--- config.mk ---
export PLATFORM = sky130hd
export DESIGN_NAME = escalonador_processos
export DESIGN_NICKNAME = d
export VERILOG_FILES = /design/src/rtl/escalonador_pkg.sv /design/src/rtl/seletor_round_robin.sv /design/src/rtl/escalonador_processos.sv
export SDC_FILE = /design/constraint.sdc
export NUM_CORES = 1
export LEC_CHECK = 0
export ABC_AREA = 1
export BUFFER_PORTS_ARGS = -buffer_cell sky130_fd_sc_hd__clkbuf_2
export CAP_MARGIN = 10
export CORE_UTILIZATION = 59
export DETAILED_ROUTE_END_ITERATION = 7
export PLACE_DENSITY_LB_ADDON = 0.15
export SLEW_MARGIN = 10
export SYNTH_ARGS = -nofsm -noshare
export SYNTH_HDL_FRONTEND = slang
export SYNTH_SLANG_ARGS = --single-unit
--- constraint.sdc ---
create_clock -name clock -period 2.5 [get_ports clock]
set_input_delay 0.25 -clock clock [delete_from_list [all_inputs] [get_ports clock]]
set_output_delay 0.25 -clock clock [all_outputs]
set_load 0.05 [all_outputs]
--- src/rtl/escalonador_pkg.sv ---
// escalonador_pkg: definitions shared by the process scheduler and by the
// branch-correction logic that relocates branch targets by block base.
//   PC_W        program counter width (absolute instruction address)
//   TAM_BLOCO   default instruction-memory block size per process
//   estado_t    context-switch sequencer states
//   causa_t     latched reason for a context switch
//   base_do_bloco(tam, id)  tam*id computed in 32 bits, truncated to PC_W
package escalonador_pkg;

  localparam int PC_W      = 11;
  localparam int TAM_BLOCO = 300;

  typedef enum logic [1:0] {
    EXECUTANDO = 2'd0,
    SALVA      = 2'd1,
    SELECIONA  = 2'd2,
    CARREGA    = 2'd3
  } estado_t;

  typedef enum logic [1:0] {
    CAUSA_ENCERRAR = 2'd0,
    CAUSA_CEDER    = 2'd1,
    CAUSA_QUANTUM  = 2'd2
  } causa_t;

  function automatic logic [PC_W-1:0] base_do_bloco(input int unsigned tam,
                                                    input int unsigned id);
    logic [31:0] produto;
    produto = tam * id;
    return produto[PC_W-1:0];
  endfunction

endpackage

--- src/rtl/seletor_round_robin.sv ---
// seletor_round_robin: purely combinational round-robin pick of the next
// process. Scans i_atual+1, i_atual+2, ... modulo NUM_PROC and ends at
// i_atual itself, returning the first active slot.
//   i_ativos  active-slot bitmap
//   i_atual   currently running process id
//   o_prox    selected next process id (i_atual when nothing is active)
//   o_valido  at least one active slot was found
module seletor_round_robin #(
  parameter int NUM_PROC = 4,
  parameter int ID_W     = $clog2(NUM_PROC)
) (
  input  logic [NUM_PROC-1:0] i_ativos,
  input  logic [ID_W-1:0]     i_atual,
  output logic [ID_W-1:0]     o_prox,
  output logic                o_valido
);

  // Scanning from the farthest offset down lets the nearest active slot
  // overwrite the result last, so it wins.
  always_comb begin
    o_prox   = i_atual;
    o_valido = 1'b0;
    for (int k = NUM_PROC; k >= 1; k--) begin
      if (i_ativos[(int'(i_atual) + k) % NUM_PROC]) begin
        o_prox   = ID_W'((int'(i_atual) + k) % NUM_PROC);
        o_valido = 1'b1;
      end
    end
  end

endmodule

--- src/rtl/escalonador_processos.sv ---
// escalonador_processos: round-robin process scheduler. Owns the running
// process id (and its block base for PC relocation), a saved-PC table per
// slot, and sequences context switches while stalling the CPU.
//
// Build option: PREEMPCAO_QUANTUM_EN -- when defined, quantum expiry also
// forces a switch; when undefined the quantum counter is not built and
// scheduling is purely cooperative (ceder/encerrar). Ports are identical.
//
// Ports:
//   clock, reset        rising-edge clock, async active-high reset
//   pc_atual            PC of the next instruction of the running process
//   ciclo_instrucao     one pulse per retired instruction
//   ceder / encerrar    yield / halt, qualified by ciclo_instrucao
//   criar / criar_id    create-process strobe and target slot
//   processo_atual      running process id
//   base_bloco          TAM_BLOCO*processo_atual
//   pc_carga/carrega_pc PC to load and its one-cycle load strobe
//   cpu_parado          CPU stall, high while a switch is in progress
//   processos_ativos    active-slot bitmap (bit 0, the OS, always set)
//
// state      | meaning
// EXECUTANDO | process running, watching for a switch trigger
// SALVA      | store pc_atual for the outgoing process, free slot on halt
// SELECIONA  | latch the round-robin choice of the next process
// CARREGA    | switch id/base, fetch the saved PC, reload the quantum
module escalonador_processos #(
  parameter int NUM_PROC  = 4,
  parameter int TAM_BLOCO = escalonador_pkg::TAM_BLOCO,
  parameter int QUANTUM   = 16,
  parameter int ID_W      = $clog2(NUM_PROC)
) (
  input  logic                            clock,
  input  logic                            reset,
  input  logic [escalonador_pkg::PC_W-1:0] pc_atual,
  input  logic                            ciclo_instrucao,
  input  logic                            ceder,
  input  logic                            encerrar,
  input  logic                            criar,
  input  logic [ID_W-1:0]                 criar_id,
  output logic [ID_W-1:0]                 processo_atual,
  output logic [escalonador_pkg::PC_W-1:0] base_bloco,
  output logic [escalonador_pkg::PC_W-1:0] pc_carga,
  output logic                            carrega_pc,
  output logic                            cpu_parado,
  output logic [NUM_PROC-1:0]             processos_ativos
);

  import escalonador_pkg::*;

  if (QUANTUM < 1 || QUANTUM > 255) begin : g_erro_quantum
    $error("QUANTUM must be within 1..255");
  end
  if (NUM_PROC * TAM_BLOCO > 2048) begin : g_erro_memoria
    $error("NUM_PROC*TAM_BLOCO exceeds the 11-bit instruction space");
  end

  estado_t               r_estado, w_estado_prox;
  causa_t                r_causa, w_causa_nova;
  logic                  w_disparo;
  logic                  w_quantum_expirou;
  logic [ID_W-1:0]       r_processo_atual;
  logic [ID_W-1:0]       r_prox_id;
  logic [PC_W-1:0]       r_base_bloco;
  logic [PC_W-1:0]       r_pc_carga;
  logic                  r_carrega_pc;
  logic                  r_cpu_parado;
  logic [NUM_PROC-1:0]   r_ativos;
  logic [PC_W-1:0]       r_tabela_pc [NUM_PROC];
  logic [ID_W-1:0]       w_prox;
  logic                  w_prox_valido;
  logic                  w_libera;
  logic                  w_aceita_criar;

  seletor_round_robin #(
    .NUM_PROC (NUM_PROC),
    .ID_W     (ID_W)
  ) u_seletor (
    .i_ativos (r_ativos),
    .i_atual  (r_processo_atual),
    .o_prox   (w_prox),
    .o_valido (w_prox_valido)
  );

`ifdef PREEMPCAO_QUANTUM_EN
  localparam logic [7:0] QUANTUM_RECARGA = 8'(QUANTUM - 1);
  logic [7:0] r_quantum;

  // Zero never decrements: a pulse seen at zero is itself the trigger.
  always_ff @(posedge clock or posedge reset) begin
    if (reset) begin
      r_quantum <= QUANTUM_RECARGA;
    end else if (r_estado == CARREGA) begin
      r_quantum <= QUANTUM_RECARGA;
    end else if (r_estado == EXECUTANDO && ciclo_instrucao && !w_disparo) begin
      r_quantum <= r_quantum - 8'd1;
    end
  end

  assign w_quantum_expirou = (r_quantum == 8'd0);
`else
  assign w_quantum_expirou = 1'b0;
`endif

  always_ff @(posedge clock or posedge reset) begin
    if (reset) r_estado <= EXECUTANDO;
    else       r_estado <= w_estado_prox;
  end

  always_comb begin
    w_estado_prox = r_estado;
    w_disparo     = 1'b0;
    w_causa_nova  = CAUSA_CEDER;
    unique case (r_estado)
      EXECUTANDO: begin
        if (ciclo_instrucao) begin
          if (encerrar) begin
            w_disparo    = 1'b1;
            w_causa_nova = CAUSA_ENCERRAR;
          end else if (ceder) begin
            w_disparo    = 1'b1;
            w_causa_nova = CAUSA_CEDER;
          end else if (w_quantum_expirou) begin
            w_disparo    = 1'b1;
            w_causa_nova = CAUSA_QUANTUM;
          end
        end
        if (w_disparo) w_estado_prox = SALVA;
      end
      SALVA:     w_estado_prox = SELECIONA;
      SELECIONA: w_estado_prox = CARREGA;
      CARREGA:   w_estado_prox = EXECUTANDO;
      default:   w_estado_prox = EXECUTANDO;
    endcase
  end

  // Halting the OS (slot 0) degrades to a plain yield.
  assign w_libera = (r_estado == SALVA) && (r_causa == CAUSA_ENCERRAR) &&
                    (r_processo_atual != '0);

  // The slot being freed is never inactive yet, but the explicit term keeps
  // "clear wins" independent of that ordering.
  assign w_aceita_criar = criar && (criar_id != '0) &&
                          (32'(criar_id) < NUM_PROC) &&
                          !r_ativos[criar_id] &&
                          !(w_libera && (criar_id == r_processo_atual));

  always_ff @(posedge clock or posedge reset) begin
    if (reset) begin
      r_causa          <= CAUSA_CEDER;
      r_processo_atual <= '0;
      r_prox_id        <= '0;
      r_base_bloco     <= '0;
      r_pc_carga       <= '0;
      r_carrega_pc     <= 1'b0;
      r_cpu_parado     <= 1'b0;
      r_ativos         <= NUM_PROC'(1);
      for (int i = 0; i < NUM_PROC; i++) r_tabela_pc[i] <= '0;
    end else begin
      r_carrega_pc <= (r_estado == CARREGA);
      r_cpu_parado <= (w_estado_prox != EXECUTANDO);

      unique case (r_estado)
        EXECUTANDO: begin
          if (w_disparo) r_causa <= w_causa_nova;
        end
        SALVA: begin
          r_tabela_pc[r_processo_atual] <= pc_atual;
          if (w_libera) r_ativos[r_processo_atual] <= 1'b0;
        end
        SELECIONA: begin
          r_prox_id <= w_prox_valido ? w_prox : r_processo_atual;
        end
        CARREGA: begin
          r_processo_atual <= r_prox_id;
          r_base_bloco     <= base_do_bloco(TAM_BLOCO, 32'(r_prox_id));
          r_pc_carga       <= r_tabela_pc[r_prox_id];
        end
        default: ;
      endcase

      if (w_aceita_criar) begin
        r_ativos[criar_id]    <= 1'b1;
        r_tabela_pc[criar_id] <= base_do_bloco(TAM_BLOCO, 32'(criar_id));
      end
    end
  end

  assign processo_atual   = r_processo_atual;
  assign base_bloco       = r_base_bloco;
  assign pc_carga         = r_pc_carga;
  assign carrega_pc       = r_carrega_pc;
  assign cpu_parado       = r_cpu_parado;
  assign processos_ativos = r_ativos;

endmodule

==> impl_metrics.tcl <==
set metrics [dict create \
    status "complete, no violations" \
    cp_slowest_cell "dfrtp_1" \
    num_antenna_cells 0 \
    via_count 3750 \
    rsz0062_at_grt "no" \
    worstPathCellList "inv_1, ha_1, nand2_1, nand2_1, o21a_1, o21ai_0, nand3_1, nand2_1" \
    syn_area_per_cell_um2 7.42 \
    dp.final_hpwl_um 6830 \
    yosys.area.top_type "dfrtp_1" \
    setup-tns-final_ns 0 \
    cp_common_cell "nand2_1" \
    routed_wl_um 10200 \
    drc 0 \
    yosys_warnings 0 \
    die_x_um 85.8 \
    cpLargestDelayFamily "simple AND/OR/NAND/NOR gates" \
    root_buffer "clkbuf_8" \
    layout-area-overhead-vs-synth_pct 11.9 \
    worstPathRequired_ns 2.79 \
    slew_headroom_pct 52.3 \
    drt_first_pass_iters 5 \
    cts_tree "yes" \
    cts_setup_buffers 0 \
    portBuffers 45 \
    clock-sinks 72 \
    gr-total-overflow 0 \
    clock_skew_ns 0.0107 \
    numCtsBuffers 9 \
    fmax_mhz 450 \
    routedWlPerCell_um 14.7 \
    num_rows 30 \
    clock_latency_ns 0.35 \
    path_class "reg2reg" \
    p_leak_nw 2.46 \
    postRouteAntennaNets 0 \
    gp_congestion 0.878 \
    path_buf_inv 1 \
    fin_crit_sh_pct 88.9 \
    antenna_found_initial 0 \
    setup_viol 0 \
    setup_ws_ns 0.278 \
    netlist_instances 559 \
    drv_slew 0 \
    critPathLaunchType "flip-flop" \
    hold_class "in2reg" \
    grt_pass1_vias 3362 \
    worst_ep_arrival_time_ns 2.51 \
    die_area_um2 7370 \
    grt_start_max_net_pins 35 \
    period_minus_slack_ns 2.22 \
    die_h_um 85.8 \
    grt_pass1_wl_um 16700 \
    syn-cell-area_um2 4150 \
    hold_viol_final 0 \
    crit_path_max_incr_delay_ns 0.56 \
    via_per_inst 5.44 \
    cts_max_level 3 \
    path_clk_slew_ns 0.09 \
    drt_iter0_markers 282 \
    grt_util_all_layers_pct 29.4 \
    core_um2 6790 \
    ys_seq_area_share_pct 43.5 \
    peakVddDrop_mv 0.555 \
    cap_viol_max_count 0 \
    end_kind "flip-flop" \
    ys_top_cells_by_area "dfrtp_1, nand2_1, o21ai_0" \
    drive_above_1_share_pct 13.8 \
    cts_resized 0 \
    synth_top_area_share_pct 42.3 \
    start_util_pct 61.0 \
    tightestPinTransition_ns 0.714 \
    post-place-ws_ns 0.371 \
    ys_seq_elements 72 \
    crit_fanout 22 \
    powerDensity_nw_per_um2 1400 \
    cts.path.max_buffers 2 \
    synthDistinctLibCells 29 \
    pin_count 49 \
    final_nets 622 \
]
[placed cells by master, fill, tap and decap left out]
cell             n
a21oi_1          4
a31oi_1         11
buf_12           1
buf_4            8
bufinv_16        3
clkbuf_2        45
clkbuf_8        10
clkinv_4         1
clkinvlp_4       1
conb_1           3
dfrtp_1         70
dfstp_2          2
dlygate4sd3_1    1
ha_1            15
inv_1           49
inv_2            2
inv_6            1
mux2_2           3
mux2i_1          1
nand2_1        168
nand3_1         30
nand3_2          1
nand3b_1         9
nor2_1          57
nor2_2           1
nor2_4           1
o211ai_1         1
o211ai_2         1
o21a_1          15
o21ai_0         74
o21ai_1          1
or2_2            1
xnor2_1          2
[routing by layer]
metal,global-route usage (%),share of wire (%),vias up
met1,43.2,47,1765
met3,5.49,6.3,16
met5,0,0,-
met4,8.94,1.5,0
met2,44.4,45,144
li1,-,-,1825
[worst paths after layout]
check | from | endpoint | slack (ns) | cells after the start
max reg2reg | processo_atual[0]$_DFFE_PP0P_ | r_tabela_pc[16]$_DFF_PP0_ | 0.28 | 8
max in group asynchronous | reset | r_tabela_pc[20]$_DFF_PP0_ | 1.40 | 4
min reg2reg | processos_ativos[0]$_DFF_PP1_ | processos_ativos[0]$_DFF_PP1_ | 0.39 | 0
max | processo_atual[0]$_DFFE_PP0P_ | r_tabela_pc[16]$_DFF_PP0_ | 0.28 | 8
min in group asynchronous | reset | r_estado[1]$_DFF_PP0_ | 0.45 | 3
min | encerrar | r_causa[0]$_DFFE_PP1P_ | 0.05 | 2
[through the flow]
step	std cells	hold slack (ns)	instance area, µm²	utilization (%)	total power [mW]
after floorplan	561	0.305	4150	-	4.57
after global placement	672	0.283	4370	64.4	5.16
after detailed placement	672	0.290	4370	64.4	5.28
after CTS	689	0.0526	4640	68.3	6.46
after global routing	689	0.0624	4640	68.3	6.97
final	689	0.0483	4640	68.3	6.50
[power breakdown]
part | total (mW) | leakage (nW) | switching, mW | internal, mW
clock network | 1.17 | 0.123 | 0.476 | 0.696
logic | 3.31 | 1.46 | 2.31 | 0.998
registers | 2.02 | 0.872 | 0.316 | 1.70
total | 6.50 | 2.46 | 3.10 | 3.39
[kinds of logic (layout without fill, tap and decap cells)]
family                   count (synthesis)  in the layout  share of synthesized area [%]
flip-flops                              72             72                           43.5
XOR/XNOR                                 2              2                          0.423
buffers and inverters                   90            122                           9.54
adder cells (fa/ha/maj)                 15             15                           4.53
other                                    1              3                         0.0905
AND/OR/NAND/NOR                        268            268                           26.4
AO/OA/AOI/OAI                          107            107                           14.4
multiplexers                             4              4                           1.06
[cell usage after synthesis]
cell	instances
buf_6	2
nand3_2	1
buf_1	1
nand2_1	168
nand3b_1	9
o21a_1	15
mux2i_1	1
nor2_4	1
inv_1	50
o211ai_1	1
xnor2_1	2
buf_4	8
conb_1	1
o211ai_2	1
clkbuf_1	18
buf_2	10
or2_2	1
nor2_2	1
mux2_2	3
ha_1	15
dfstp_2	2
inv_2	1
nor2_1	57
nand3_1	30
dfrtp_1	70
a31oi_1	11
o21ai_1	1
a21oi_1	4
o21ai_0	74
[what timing repair did]
item                                    in CTS  in global routing
hold endpoints to repair                    18                  0
endpoints found under the setup margin       0                  0
hold buffers                                 1                  0
[registers in the layout, summed over array words and instances (netlist names)]
| register | flops |
|---|---|
| r_tabela_pc | 44 |
| pc_carga | 11 |
| base_bloco | 5 |
| processos_ativos | 4 |
| r_estado | 2 |
| r_prox_id | 2 |
| carrega_pc | 1 |
| cpu_parado | 1 |
| processo_atual | 1 |
| r_causa | 1 |
[final cells by class]
| class | instances | area [µm²] |
|---|---|---|
| Fill cell | 596 | 2160 |
| Clock inverter | 6 | 115 |
| Inverter | 51 | 191 |
| Timing Repair Buffer | 55 | 315 |
| Tap cell | 96 | 120 |
| Multi-Input combinational cell | 399 | 1950 |
| Clock buffer | 10 | 138 |
| Sequential cell | 72 | 1800 |
No activity file was read; power rests on OpenSTA's default activity.
